<file path="config.mk">
export PLATFORM = sky130hd
export DESIGN_NAME = lock_timer
export DESIGN_NICKNAME = d
export VERILOG_FILES = /design/src/rtl/lock_timer.sv
export SDC_FILE = /design/constraint.sdc
export NUM_CORES = 1
export LEC_CHECK = 0
export CORE_AREA = 2 2 39 41
export CTS_CLUSTER_DIAMETER = 60
export DETAILED_ROUTE_END_ITERATION = 6
export DIE_AREA = 0 0 41 43
export HOLD_SLACK_MARGIN = 0.06
export PLACE_DENSITY = 0.46
export SLEW_MARGIN = 5
export SYNTH_ARGS = -nofsm -noshare
export SYNTH_HDL_FRONTEND = slang
export SYNTH_SLANG_ARGS = --single-unit
</file>
<file path="constraint.sdc">
create_clock -name clk -period 2.1 [get_ports clk]
set_input_delay 0.42 -clock clk [delete_from_list [all_inputs] [get_ports clk]]
set_output_delay 0.42 -clock clk [all_outputs]
set_load 0.005 [all_outputs]
</file>
<file path="src/rtl/lock_timer.sv">
// Loadable down-counter with a done flag; load has priority and the count stops at zero.
// done is high from the cycle after load_val==0 is loaded, or once the count reaches zero.
module lock_timer #(
  parameter int TW = 5
) (
  input  logic          clk,
  input  logic          rst,
  input  logic          load,
  input  logic [TW-1:0] load_val,
  output logic          done
);

  logic [TW-1:0] cnt_q;

  always_ff @(posedge clk) begin
    if (rst) begin
      cnt_q <= '0;
    end else if (load) begin
      cnt_q <= load_val;
    end else if (cnt_q != '0) begin
      cnt_q <= cnt_q - TW'(1);
    end
  end

  assign done = (cnt_q == '0);

endmodule

</file>
==> metrics.txt <==
status=complete, no violations; share of the clock period used by the worst path=0.785; max cap viols=0; measured slew at the worst slew-check pin=0.326 ns; cell area after placement=403 µm²; GRT Total Usage=0.102; netlist area before placement=288 µm²; number of failing setup endpoints in the final timing report=0; final worst path period need=1.65 ns; achievable clock frequency=607 MHz; Clock Tree Root=sky130_fd_sc_hd__clkbuf_4; Yosys cell types=20; clock sink count=5; Cell Count, Final, Fillers Out=63; Avg Synthesized Cell Area=8.99 µm²; insertion delay to the later sink of the worst-skew pair=0.24 ns; CTS Buffer Depth=2; relative max-transition margin=0.780; leading cell type in the layout, fill and taps excluded=sky130_fd_sc_hd__clkdlybuf4s50_1; Detailed Routing Iterations Pass 1=2; path type of the worst setup path=flip-flop to output port; DRT iter0 DRCs=1; clock transition at the register clock pins on the worst setup and hold paths after CTS=0.05 ns; maximum number of pins on one net before global-route repair=7; number of port buffers=8; unrepaired setup endpoints after global routing=false; Setup crit start kind=flip-flop; via count of the first global-routing pass=317; post-synthesis cell type with the largest combined area=sky130_fd_sc_hd__dfxtp_1; Design Area, Final=439 µm²; cells along the critical path=inv_1 -> ha_1 -> nor4b_4 -> dlymetal6s2s_1; biggest regs=cnt_q (5); Post-route DRC=0; peak per-stage delay on the critical path=0.32 ns; share of post-route cells with drive strength above 1=0.191; clock tree from TritonCTS=yes; Buf+Inv Stages, Crit Path=2; Power Total=0.000327 W; initial antenna violation count=0; number of routed nets with antenna violations=0; Min Hold Slack=roughly 0.55 ns; Max rail drop VDD=between 0.15 and 0.2 mV; clock skew=between 0.001 and 0.0015 ns; fin nets=57; PD cells=744 nW/µm²; number of pins exceeding their max-slew limit in the final report=0; Critical Path End Type=output port; first-pass GRT wire length=1.19 mm; htree depth=1; most frequent cells in the layout=7 x sky130_fd_sc_hd__clkdlybuf4s50_1, 6 x sky130_fd_sc_hd__inv_1, 5 x sky130_fd_sc_hd__dfxtp_1; yosys synthesis warning count=0; average routed wire per standard cell=12.0 µm; Reg with most FFs=cnt_q; Post-Place Cells=58; max reg flops=5; overall overflow remaining after global route=0; category of cells accounting for the largest share of critical-path delay=flip-flops; top-area cell type share of the netlist area=0.348; gp weighted congestion=between 0.6 and 0.7; top area cells in the synthesized netlist=sky130_fd_sc_hd__dfxtp_1 35%, sky130_fd_sc_hd__nor4b_4 8.3%, sky130_fd_sc_hd__inv_1 7.8%, sky130_fd_sc_hd__ha_1 4.3%, sky130_fd_sc_hd__nor4_2 4.3%; Area growth syn-to-layout=52.6%; Max stage delay cell, worst path=sky130_fd_sc_hd__dfxtp_1; final-report hold violation count=0; Core Rows=14; number of buffers inserted during clock tree synthesis=3; total number of vias=303; post-synthesis sequential area ratio=0.348; die area=between 1500 and 2000 µm²; height of the chip=43 µm; Core Footprint=1380 µm²; HP Class=flip-flop to flip-flop; starting density of the core=0.208; Die W=41 µm; data arrival at the endpoint of the critical path=1.23 ns; Static Leak=approximately 0.19 nW; #FFs+latches synth=5; post-synth net total=41; I/O pins=9; setup TNS=0 ns; wire length after detailed routing=754 µm; number of cells produced by synthesis=32; largest driver fanout on the critical path=3; number of vias per cell=4.81; WP data required=1.68 ns; Antenna diodes=0
## timing repair
| action | in CTS | in global routing |
|---|---|---|
| setup buffers | 1 | 0 |
| hold buffers | 0 | 0 |
| cloned | 0 | 0 |
| resized for setup | 0 | 1 |
| setup endpoints to repair | 1 | 1 |
## Yosys cell counts, drive strengths merged
cell type,number
o221ai,1
nand3,1
a311o,1
ha,1
dfxtp,5
a311oi,1
nor3,1
inv,6
nor4b,1
nand4,1
nor4,1
nor2,1
xnor2,1
a21oi,2
nand2b,1
and4,1
or3,1
o211ai,1
o311ai,1
nand2,3
## power by group
part | switching (W) | internal (W) | leakage (nW)
clock | 0.0000414 | 0.0000720 | 0.0150
sequential | 0.0000122 | 0.000106 | 0.0415
combinational | 0.0000391 | 0.0000561 | 0.132
total | 0.0000927 | 0.000234 | 0.188
## kinds of logic after synthesis
group	after synthesis	share of synthesized area
DFF	5	0.348
xor gates and xnor gates	1	0.0304
buffers and inverters	6	0.0783
AOI/OAI and AO/OA	7	0.187
and+or+nand+nor	12	0.313
adders and majority gates	1	0.0435
## path summary, 6_finish.rpt
kind	start	endpoint	slack (ns)	cells after the start
setup / recovery	cnt_q[0]	done	0.45	4
hold / removal	cnt_q[0]	cnt_q[0]	0.55	2
setup reg to reg	cnt_q[0]	cnt_q[1]	0.55	6
hold reg to reg	cnt_q[0]	cnt_q[0]	0.55	2
## layer usage
metal	track usage	up-vias	share of wire
met3	0.0157	2	0.041
li1	-	150	-
met4	0.0600	0	0.012
met5	0	-	0
met2	0.191	5	0.57
met1	0.0903	146	0.38
## worst register-to-register path: stages (launching register included)
cell and delay [ns]:
sky130_fd_sc_hd__dfxtp_1 0.34, sky130_fd_sc_hd__inv_1 0.07, sky130_fd_sc_hd__ha_1 0.24, sky130_fd_sc_hd__nor4b_4 0.15
sky130_fd_sc_hd__buf_4 0.16, sky130_fd_sc_hd__and4_2 0.22, sky130_fd_sc_hd__a311o_1 0.27
## stage by stage
| stage | setup WS, ns | utilization |
|---|---|---|
| global placement | 0.169 | 0.291 |
| CTS | 0.0589 | 0.316 |
| detailed placement | 0.151 | 0.291 |
| finish | 0.452 | 0.317 |
| floorplan | 0.749 | - |
| global route | 0.336 | 0.317 |
## layout make-up
type / count / area (µm²)
Clock buffer: 4 / 26.3
Fill cell: 153 / 945
Multi-Input combinational cell: 21 / 165
Sequential cell: 5 / 100
Inverter: 6 / 22.5
Tap cell: 16 / 20.0
Timing Repair Buffer: 11 / 105
Note: power is estimated with default switching activity, not from simulation.
